===== config.mk =====
export PLATFORM = sky130hd
export DESIGN_NAME = serial_uart_receiver_flat
export DESIGN_NICKNAME = d
export VERILOG_FILES = /design/src/rtl/serial_uart_pkg.sv /design/src/rtl/serial_uart_receiver_if.sv /design/src/rtl/serial_uart_input_sync.sv /design/src/rtl/serial_uart_receiver.sv /design/src/flat_wrapper.sv
export SDC_FILE = /design/constraint.sdc
export NUM_CORES = 1
export LEC_CHECK = 0
export CORE_UTILIZATION = 59
export CTS_CLUSTER_DIAMETER = 60
export DETAILED_ROUTE_END_ITERATION = 8
export PLACE_DENSITY = 0.89
export SYNTH_ARGS = -nofsm -noshare
export SYNTH_HDL_FRONTEND = slang
export SYNTH_SLANG_ARGS = --single-unit

===== constraint.sdc =====
create_clock -name CLK -period 3 [get_ports CLK]
set_input_delay 0.3 -clock CLK [delete_from_list [all_inputs] [get_ports CLK]]
set_output_delay 0.3 -clock CLK [all_outputs]
set_load 0.05 [all_outputs]

===== src/rtl/serial_uart_pkg.sv =====
`default_nettype none
//==============================================================================
// Module      : serial_uart_pkg
// Description : Shared constants and types for the Lab serial link UART
//               (receiver state encoding, oversampling ratio, sample points).
// Revision    : 1.0 - initial release
//==============================================================================
package serial_uart_pkg;

   // Sample ticks per bit, matching the baud generator x16 tap
   localparam int unsigned c_oversample   = 16;

   // Mid-bit oversample positions and the decision point
   localparam int unsigned c_sample_pos_a = 7;
   localparam int unsigned c_sample_pos_b = 8;
   localparam int unsigned c_sample_pos_c = 9;
   localparam int unsigned c_decide_pos   = 9;

   // Receiver FSM encoding
   typedef enum logic [2:0] {
      ST_IDLE      = 3'd0,
      ST_START     = 3'd1,
      ST_DATA      = 3'd2,
      ST_STOP      = 3'd3,
      ST_WAIT_IDLE = 3'd4
   } rx_state_t;

   // Two-out-of-three vote used to decide each bit
   function automatic logic majority3(input logic a, input logic b, input logic c);
      return (a & b) | (a & c) | (b & c);
   endfunction

endpackage
`default_nettype wire


===== src/rtl/serial_uart_receiver_if.sv =====
`default_nettype none
//==============================================================================
// Module      : serial_uart_receiver_if
// Description : Byte output handshake of the UART receiver towards the
//               command parser, plus framing-error / overrun pulses.
// Revision    : 1.0 - initial release
//==============================================================================
interface serial_uart_receiver_if #(
   parameter int DATA_BITS = 8
);
   logic [DATA_BITS-1:0] RX_DATA;
   logic                 RX_DATA_VALID;
   logic                 RX_DATA_READY;
   logic                 RX_FRAME_ERROR;
   logic                 RX_OVERRUN;

   // Receiver side: produces bytes and status pulses
   modport master (
      output RX_DATA,
      output RX_DATA_VALID,
      output RX_FRAME_ERROR,
      output RX_OVERRUN,
      input  RX_DATA_READY
   );

   // Consumer side: accepts bytes
   modport slave (
      input  RX_DATA,
      input  RX_DATA_VALID,
      input  RX_FRAME_ERROR,
      input  RX_OVERRUN,
      output RX_DATA_READY
   );
endinterface
`default_nettype wire


===== src/rtl/serial_uart_input_sync.sv =====
`default_nettype none
//==============================================================================
// Module      : serial_uart_input_sync
// Description : Multi-stage synchroniser for the asynchronous UART line with
//               idle-high reset value and a falling-edge detect output.
// Revision    : 1.0 - initial release
//==============================================================================
module serial_uart_input_sync #(
   parameter int SYNC_STAGES = 2
)(
   input  logic CLK,
   input  logic RESET,
   input  logic i_rx_async,
   output logic o_rx_s,
   output logic o_rx_fall
);

   logic [SYNC_STAGES-1:0] r_sync;
   logic                   r_rx_d;

   // Shift the raw line through the synchroniser and keep one delayed copy
   always_ff @(posedge CLK or posedge RESET) begin
      if (RESET) begin
         r_sync <= '1;
         r_rx_d <= 1'b1;
      end else begin
         r_sync <= {r_sync[SYNC_STAGES-2:0], i_rx_async};
         r_rx_d <= r_sync[SYNC_STAGES-1];
      end
   end

   assign o_rx_s    = r_sync[SYNC_STAGES-1];
   assign o_rx_fall = r_rx_d & ~r_sync[SYNC_STAGES-1];

endmodule
`default_nettype wire


===== src/rtl/serial_uart_receiver.sv =====
`default_nettype none
//==============================================================================
// Module      : serial_uart_receiver
// Description : 16x oversampling UART receive engine with 3-sample majority
//               vote, valid/ready byte output, framing-error and overrun pulses.
// Revision    : 1.0 - initial release
//==============================================================================
module serial_uart_receiver
   import serial_uart_pkg::*;
#(
   parameter int DATA_BITS   = 8,
   parameter int SYNC_STAGES = 2,
   parameter int OVERSAMPLE  = c_oversample
)(
   input  logic                   CLK,
   input  logic                   RESET,
   input  logic                   BAUD_SAMPLE_TICK,
   input  logic                   UART_RX,
   serial_uart_receiver_if.master rx_if
);

   localparam int CNT_W     = $clog2(OVERSAMPLE);
   localparam int BIT_CNT_W = 4;

   localparam logic [CNT_W-1:0]     c_pos_a    = CNT_W'(c_sample_pos_a);
   localparam logic [CNT_W-1:0]     c_pos_b    = CNT_W'(c_sample_pos_b);
   localparam logic [CNT_W-1:0]     c_pos_dec  = CNT_W'(c_decide_pos);
   localparam logic [BIT_CNT_W-1:0] c_last_bit = BIT_CNT_W'(DATA_BITS - 1);

   rx_state_t              r_state;
   rx_state_t              w_state_next;
   logic                   w_rx_s;
   logic                   w_rx_fall;
   logic [CNT_W-1:0]       r_sample_cnt;
   logic [BIT_CNT_W-1:0]   r_bit_cnt;
   logic                   r_samp_a;
   logic                   r_samp_b;
   logic [DATA_BITS-1:0]   r_shift;
   logic [DATA_BITS-1:0]   r_rx_data;
   logic                   r_rx_valid;
   logic                   r_frame_error;
   logic                   r_overrun;
   logic                   w_decide;
   logic                   w_bit;
   logic                   w_good_frame;
   logic                   w_bad_frame;

   serial_uart_input_sync #(
      .SYNC_STAGES (SYNC_STAGES)
   ) u_input_sync (
      .CLK        (CLK),
      .RESET      (RESET),
      .i_rx_async (UART_RX),
      .o_rx_s     (w_rx_s),
      .o_rx_fall  (w_rx_fall)
   );

   // The third vote is the live synchronised value at the decision tick
   assign w_decide     = BAUD_SAMPLE_TICK && (r_sample_cnt == c_pos_dec);
   assign w_bit        = majority3(r_samp_a, r_samp_b, w_rx_s);
   assign w_good_frame = (r_state == ST_STOP) && w_decide && w_bit;
   assign w_bad_frame  = (r_state == ST_STOP) && w_decide && !w_bit;

   // FSM state register
   always_ff @(posedge CLK or posedge RESET) begin
      if (RESET) r_state <= ST_IDLE;
      else       r_state <= w_state_next;
   end

   // FSM next-state decode
   always_comb begin
      w_state_next = r_state;
      case (r_state)
         ST_IDLE:      if (w_rx_fall) w_state_next = ST_START;
         ST_START:     if (w_decide)  w_state_next = w_bit ? ST_IDLE : ST_DATA;
         ST_DATA:      if (w_decide && (r_bit_cnt == c_last_bit)) w_state_next = ST_STOP;
         ST_STOP:      if (w_decide)  w_state_next = w_bit ? ST_IDLE : ST_WAIT_IDLE;
         ST_WAIT_IDLE: if (w_rx_s)    w_state_next = ST_IDLE;
         default:      w_state_next = ST_IDLE;
      endcase
   end

   // Sample counter, mid-bit samples, bit counter and payload shifter
   always_ff @(posedge CLK or posedge RESET) begin
      if (RESET) begin
         r_sample_cnt <= '0;
         r_bit_cnt    <= '0;
         r_samp_a     <= 1'b1;
         r_samp_b     <= 1'b1;
         r_shift      <= '0;
      end else begin
         if ((r_state == ST_IDLE) && w_rx_fall)
            r_sample_cnt <= '0;
         else if (BAUD_SAMPLE_TICK)
            r_sample_cnt <= r_sample_cnt + CNT_W'(1);

         if (BAUD_SAMPLE_TICK && (r_sample_cnt == c_pos_a)) r_samp_a <= w_rx_s;
         if (BAUD_SAMPLE_TICK && (r_sample_cnt == c_pos_b)) r_samp_b <= w_rx_s;

         if ((r_state == ST_START) && w_decide)
            r_bit_cnt <= '0;
         else if ((r_state == ST_DATA) && w_decide) begin
            r_shift   <= {w_bit, r_shift[DATA_BITS-1:1]};
            r_bit_cnt <= r_bit_cnt + BIT_CNT_W'(1);
         end
      end
   end

   // Output byte register, valid/ready handshake and status pulses
   always_ff @(posedge CLK or posedge RESET) begin
      if (RESET) begin
         r_rx_data     <= '0;
         r_rx_valid    <= 1'b0;
         r_frame_error <= 1'b0;
         r_overrun     <= 1'b0;
      end else begin
         r_frame_error <= w_bad_frame;
         r_overrun     <= 1'b0;
         if (w_good_frame) begin
            if (!r_rx_valid || rx_if.RX_DATA_READY) begin
               r_rx_data  <= r_shift;
               r_rx_valid <= 1'b1;
            end else begin
               r_overrun  <= 1'b1;
            end
         end else if (r_rx_valid && rx_if.RX_DATA_READY) begin
            r_rx_valid <= 1'b0;
         end
      end
   end

   assign rx_if.RX_DATA        = r_rx_data;
   assign rx_if.RX_DATA_VALID  = r_rx_valid;
   assign rx_if.RX_FRAME_ERROR = r_frame_error;
   assign rx_if.RX_OVERRUN     = r_overrun;

endmodule
`default_nettype wire


===== src/flat_wrapper.sv =====
// flat-port wrapper written by rule: the top's interface ports become plain ports
module serial_uart_receiver_flat import serial_uart_pkg::*;
#(
   parameter int DATA_BITS   = 8,
   parameter int SYNC_STAGES = 2,
   parameter int OVERSAMPLE  = c_oversample
)
  (CLK, RESET, BAUD_SAMPLE_TICK, UART_RX, rx_if_RX_DATA, rx_if_RX_DATA_VALID, rx_if_RX_FRAME_ERROR, rx_if_RX_OVERRUN, rx_if_RX_DATA_READY);
  serial_uart_receiver_if #(.DATA_BITS(DATA_BITS)) rx_if_i ();
  input  logic CLK;
  input  logic RESET;
  input  logic BAUD_SAMPLE_TICK;
  input  logic UART_RX;
  output wire logic [$bits(rx_if_i.RX_DATA)-1:0] rx_if_RX_DATA;
  output wire logic [$bits(rx_if_i.RX_DATA_VALID)-1:0] rx_if_RX_DATA_VALID;
  output wire logic [$bits(rx_if_i.RX_FRAME_ERROR)-1:0] rx_if_RX_FRAME_ERROR;
  output wire logic [$bits(rx_if_i.RX_OVERRUN)-1:0] rx_if_RX_OVERRUN;
  input wire logic [$bits(rx_if_i.RX_DATA_READY)-1:0] rx_if_RX_DATA_READY;
  assign rx_if_RX_DATA = rx_if_i.RX_DATA;
  assign rx_if_RX_DATA_VALID = rx_if_i.RX_DATA_VALID;
  assign rx_if_RX_FRAME_ERROR = rx_if_i.RX_FRAME_ERROR;
  assign rx_if_RX_OVERRUN = rx_if_i.RX_OVERRUN;
  assign rx_if_i.RX_DATA_READY = rx_if_RX_DATA_READY;
  serial_uart_receiver #(.DATA_BITS(DATA_BITS), .SYNC_STAGES(SYNC_STAGES), .OVERSAMPLE(OVERSAMPLE)) u_core (.CLK(CLK), .RESET(RESET), .BAUD_SAMPLE_TICK(BAUD_SAMPLE_TICK), .UART_RX(UART_RX), .rx_if(rx_if_i));
endmodule

==> results.yml, run 1 <==
status:
  outcome: "finished, final reports clean"
grt:
  grt_max_degree: 36
  antenna_found_initial: 0
  grtUsageMet2_pct: 35.6
  grt_busiest_layer: "met2"
  use_met3_pct: 8.76
  grt_use_met1_pct: 29.8
  grt_pass1_wl_um: 4510
  overflow: 0
  grt_pass1_vias: 971
  grt_use_total_pct: 24.1
floorplan:
  core-area_mm2: 0.00250
  pin_count: 16
  dieWidth_um: 53.7
  row_count: 18
  start_util_pct: 63.0
  die-area_mm2: 0.00288
  die_h_um: 53.7
placement:
  placed_area_mm2: 0.00174
  dp_hpwl_um: 2040
  place_inst: 163
  post-place-ws_ps: 832
  gp_congestion: 0.784
  io_buffers: 15
clocking:
  cts.sinks: 35
  cts_root_buf: "clkbuf_4"
  postCtsSetupRepairBufs: 0
  clk_path_buf_depth: 2
  hold_buffers: 0
  cts_resized: 0
  htree_num_levels: 2
  clk_latency_ps: 340
  numCtsBuffers: 5
  clkTransAtPathRegs_ps: 110
  cts_tree: "built"
finish:
  fillers: 159
  stdcell_area_mm2: 0.00179
  final_util_pct: 71.7
  syn2layout_area_growth_pct: 13.8
  drive_above_1_share_pct: 22.7
  final_cells: 171
  diodes: 0
  fin_nets: 149
critical_path:
  arrival_ps: 2030
  worst-r2r-setup-slack_ps: 1190
  cpPeakStageDelay_ps: 640
  path_cells: "clkdlybuf4s50_1 -> and4b_1 -> nand4_4 -> mux2_2"
  crit_type: "in2reg"
  crit_path_start_kind: "input port"
  crit_path_max_fanout: 9
  cp.required_ps: 3220
  r2r-end: "u_core.rx_if.RX_DATA[5]$_DFFE_PP0P_"
  rr_worst_depth: 5
  cp.depth: 4
  endpoint_kind: "flip-flop"
  crit_slowest_cell: "clkdlybuf4s50_1"
  path_delay_family: "simple AND/OR/NAND/NOR gates"
  startpoint: "BAUD_SAMPLE_TICK"
  path_buf_inv: 1
  reg2reg_from: "u_core.r_sample_cnt[1]$_DFFE_PP0P_"
logic_synthesis:
  synth-main-ff-cell: "dfrtp_1"
  synth.most_common_cell: "dfrtp_1"
  async_flop_share_pct: 100
  synth_top_area_share_pct: 47.7
  synth-seq-cells: 35
  syn-num-nets: 131
  syn_avg_cell_area_um2: 12.9
  netlist_top_cells_area: "dfrtp_1, mux2_2, dfstp_2"
  synth.largest_area_cell: "dfrtp_1"
  synth_cells: 122
  synth-edff-count: 0
  synth_commonest_cells: "dfrtp_1, mux2_2, nor2_1"
  ys_types: 37
  synthesis.area_mm2: 0.00157
  yosysWarnings: 0
  synth_seq_area_share_pct: 56.0
route:
  drt_first_pass_iters: 4
  drc: 0
  wirelength_um: 2860
  ant_nets: 0
  viasPerCell: 6.11
  vias: 1044
  routedWlPerCell_um: 16.7
  drt_iter0_drc: 28
sta:
  setup_violations: 0
  finalHoldViolCount: 0
  fin_crit_ps: 1810
  slew_viol_final: 0
  fin_ws_ps: 1190
  finalCritPeriodShare_pct: 60.4
  setup_tns_ps: 0
  rsz0062_at_grt: "no"
  fmax_ghz: 0.552
  whs_ps: 354
  finalClockSkew_ps: 14.0
  slew_headroom_pct: 66.4
  tightest_slew_ps: 502
power_and_ir_drop:
  total_power_mw: 1.16
  max-vdd-ir-drop_v: 0.000566
  cellPowerDensity_mw_per_mm2: 649
  p_leak_nw: 0.821
min_path:
  hold_path_class: "in2async"
run:
  drv_cap: 0
-- worst min-delay path, cell delays in order --
cell,delay [ps]
clkdlybuf4s50_1,400
inv_1,60
buf_4,370
-- per-layer routing --
metal	routed length (um)	part of all wire (%)
met4	55	1.9
met2	1420	50
met3	140	4.9
met1	1240	43
met5	0	0
-- state kept, by name, summed over array words and instances (netlist names) --
signal                       flops
u_core.rx_if.RX_OVERRUN          1
u_core.r_state                   3
u_core.rx_if.RX_DATA_VALID       1
u_core.u_input_sync.r_sync       2
u_core.u_input_sync.r_rx_d       1
u_core.r_samp_b                  1
u_core.rx_if.RX_DATA             8
u_core.rx_if.RX_FRAME_ERROR      1
u_core.r_shift                   8
u_core.r_sample_cnt              4
u_core.r_samp_a                  1
u_core.r_bit_cnt                 4
-- final cells by class --
class,count,area (um2),share of cell area [%]
inverter,4,15.0,0.838
clock buffer,7,45.0,2.51
tap,30,37.5,2.09
sequential,35,882,49.2
clock inverter,1,5.00,0.279
multi-input combinational,78,649,36.2
timing repair buffer,16,158,8.80
-- worst max-delay path by stage --
stage	end	slack [ps]
floorplan	u_core.r_shift[0]$_DFFE_PP0P_	1480
global placement	u_core.rx_if.RX_DATA[1]$_DFFE_PP0P_	910
detailed placement	u_core.rx_if.RX_DATA[5]$_DFFE_PP0P_	830
CTS	rx_if_RX_DATA_VALID	1160
global route	u_core.rx_if.RX_DATA[5]$_DFFE_PP0P_	1100
finish	u_core.rx_if.RX_DATA[5]$_DFFE_PP0P_	1190
-- cells in the final DEF, fill, tap and decap left out, types with 2 or more instances in the layout --
| cell type | count |
|---|---|
| nor2_1 | 10 |
| a21oi_1 | 2 |
| o31ai_1 | 3 |
| nand3b_1 | 2 |
| ha_1 | 4 |
| o21ai_0 | 2 |
| and4b_1 | 2 |
| a221o_1 | 2 |
| clkbuf_1 | 2 |
| inv_1 | 4 |
| nand4b_1 | 3 |
| o31a_1 | 3 |
| clkbuf_4 | 5 |
| xor2_1 | 2 |
| nand2_1 | 6 |
| dfstp_2 | 5 |
| dfrtp_1 | 30 |
| mux2_2 | 18 |
| and3_1 | 2 |
| clkdlybuf4s50_1 | 15 |
-- cells by family after synthesis --
kind of cell | Yosys count | synth area share, %
AO/OA/AOI/OAI | 16 | 7.87
XOR/XNOR | 3 | 1.67
adder cells (fa/ha/maj) | 5 | 3.82
buffers and inverters | 9 | 2.70
flip-flops | 35 | 56.0
multiplexers | 19 | 13.5
AND/OR/NAND/NOR | 35 | 14.4
-- power breakdown --
group          total, mW  switching [mW]  internal (mW)
logic              0.269           0.149          0.120
registers          0.652           0.103          0.548
clock network      0.241           0.150         0.0913
total               1.16           0.403          0.760
No activity file was read; power rests on OpenSTA's default activity.
==> inputs of run 2 (changes only) <==
--- a/config.mk
+++ b/config.mk
@@ -5,10 +5,10 @@
 export SDC_FILE = /design/constraint.sdc
 export NUM_CORES = 1
 export LEC_CHECK = 0
-export CORE_UTILIZATION = 59
+export CORE_UTILIZATION = 55
 export CTS_CLUSTER_DIAMETER = 60
 export DETAILED_ROUTE_END_ITERATION = 8
-export PLACE_DENSITY = 0.89
+export PLACE_DENSITY = 0.85
 export SYNTH_ARGS = -nofsm -noshare
 export SYNTH_HDL_FRONTEND = slang
 export SYNTH_SLANG_ARGS = --single-unit
==> constraint.sdc (replaced) <==
create_clock -name CLK -period 1.7 [get_ports CLK]
set_input_delay 0.17 -clock CLK [delete_from_list [all_inputs] [get_ports CLK]]
set_output_delay 0.17 -clock CLK [all_outputs]
set_load 0.05 [all_outputs]
==> run 2 against run 1 <==
- sequential power rose by 75%
- clock power rose by 73%
- combinational power up 120%
- sequential cell count stayed put
- wire length rose by 3.1%
- final cell count increased by 5.8%
- clock skew down 1.5 ps
- non-clock buffer count rose by 9
- cell area increased by 6.8%
- global-route usage decreased by 3.1 points
- critical endpoint is now rx_if_RX_DATA[5]
==> results.yml, run 2 (same netlist as run 1, synthesis figures left out) <==
floorplan:
  die-area_mm2: 0.00308
  core-area_mm2: 0.00273
  start_util_pct: 57.6
  pin_count: 16
  row_count: 19
  dieWidth_um: 55.5
  die_h_um: 55.5
power_and_ir_drop:
  cellPowerDensity_mw_per_mm2: 1130
  swShare_pct: 34.0
  total_power_mw: 2.16
  p_int_mw: 1.43
  netSwitchingPower_uw: 736
  max-vdd-ir-drop_v: 0.000859
  p_leak_nw: 1.03
  p_comb_share_pct: 27.9
  clockPowerShare_pct: 19.3
  pwr-share-seq_pct: 52.8
grt:
  grt_busiest_layer: "met2"
  grt_pass1_vias: 1057
  grt_pass1_wl_um: 4900
  antenna_found_initial: 0
  use_met3_pct: 8.67
  grt_max_degree: 36
  grtUsageMet2_pct: 33.9
  grt_use_total_pct: 21.0
  grt_use_met1_pct: 24.9
  overflow: 0
clocking:
  cts_root_buf: "clkbuf_4"
  clkTransAtPathRegs_ps: 100
  clk_path_buf_depth: 2
  cts_tree: "built"
  cts.sinks: 35
  hold_buffers: 0
  clk_latency_ps: 340
  htree_num_levels: 2
  numCtsBuffers: 5
sta:
  slew_headroom_pct: 65.7
  finalHoldViolCount: 0
  finalCritPeriodShare_pct: 97.1
  setup_violations: 0
  fin_crit_ps: 1650
  finalClockSkew_ps: 12.5
  slew_viol_final: 0
  tightest_slew_ps: 514
  fmax_ghz: 0.606
  fin_ws_ps: 48.5
critical_path:
  crit_type: "reg2out"
  crit_path_start_kind: "flip-flop"
  rr_worst_depth: 5
  worst-r2r-setup-slack_ps: 100
  arrival_ps: 1480
  path_cells: "clkdlybuf4s50_1"
  path_delay_family: "buffers and inverters"
  reg2reg_from: "u_core.r_sample_cnt[1]$_DFFE_PP0P_"
  endpoint_kind: "primary output"
  crit_path_max_fanout: 2
  crit_slowest_cell: "clkdlybuf4s50_1"
  r2r-end: "u_core.rx_if.RX_DATA[4]$_DFFE_PP0P_"
  cpPeakStageDelay_ps: 800
  path_buf_inv: 1
  cp.required_ps: 1530
route:
  drt_iter0_drc: 45
  viasPerCell: 5.96
  wirelength_um: 2950
  routedWlPerCell_um: 16.3
  vias: 1078
  drt_first_pass_iters: 4
  ant_nets: 0
  drc: 0
placement:
  dp_hpwl_um: 2050
  place_inst: 170
  placed_area_mm2: 0.00179
  post-place-ws_ps: -47.1
  io_buffers: 15
  gp_congestion: 0.809
finish:
  seq_area_um2: 882
  drive_above_1_share_pct: 30.0
  final_util_pct: 70.0
  syn2layout_area_growth_pct: 21.5
  fillers: 191
  stdcell_area_mm2: 0.00191
  diodes: 0
  fin_nets: 158
  layout_commonest_cell: "dfrtp_1"
  multi_input_comb_area_um2: 682
  final_cells: 181
  mostFrequentLayoutCells: "dfrtp_1, mux2_2, nor2_1, buf_4, dlymetal6s2s_1"
status:
  outcome: "finished, final reports clean"
run:
  drv_cap: 0
min_path:
  hold_path_class: "in2async"
-- run 2: area by class of cell --
cell class	instances	area share, %
tap	31	2.03
timing repair buffer	25	12.8
clock buffer	7	2.35
multi-input combinational	78	35.6
inverter	4	0.785
clock inverter	1	0.262
sequential	35	46.1
-- run 2: power groups by stage --
stage                     clock [mW]  sequential (mW)  combinational (mW)
after global placement             0             1.13               0.491
after floorplan                    0             1.07               0.435
after CTS                      0.431             1.13               0.545
after global routing           0.477             1.16               0.685
final                          0.417             1.14               0.604
after detailed placement           0             1.14               0.541
-- run 2: repair_timing --
action / CTS / global route
setup buffers: 0 / 3
endpoints found under the setup margin: 10 / 25
gates resized for setup: 2 / 14
-- run 2: routing by layer --
layer  part of all wire (%)  up-vias  wire length [um]
met5                      0        -                 0
met4                    1.5        0                44
met3                    4.1        6               120
met2                     53       20              1550
met1                     42      552              1230
li1                       -      500                 -
-- run 2: how the worst max path moves through the flow --
stage	start	endpoint	cells after the start
global route	u_core.r_sample_cnt[1]$_DFFE_PP0P_	u_core.rx_if.RX_DATA[4]$_DFFE_PP0P_	5
finish	u_core.rx_if.RX_DATA[5]$_DFFE_PP0P_	rx_if_RX_DATA[5]	1
global placement	BAUD_SAMPLE_TICK	u_core.rx_if.RX_DATA[0]$_DFFE_PP0P_	4
floorplan	u_core.r_sample_cnt[0]$_DFFE_PP0P_	u_core.r_shift[0]$_DFFE_PP0P_	5
CTS	u_core.rx_if.RX_DATA[0]$_DFFE_PP0P_	rx_if_RX_DATA[0]	1
detailed placement	BAUD_SAMPLE_TICK	u_core.r_bit_cnt[2]$_DFFE_PP0P_	5
-- run 2: per-stage QoR --
step / hold slack (ps) / TNS [ps]
global route: 219 / -0.773
detailed placement: 352 / -376
finish: 230 / 0
floorplan: 174 / 0
CTS: 225 / 0
global placement: 346 / -55.1
-- run 2: worst register-to-register path: cells and delay by family, from the launching register on --
kind / cells / cell delay (ps)
flops: 1 / 430
buf+inv: 1 / 90
mux: 1 / 350
simple gates: 2 / 510
fa+ha+maj: 1 / 120
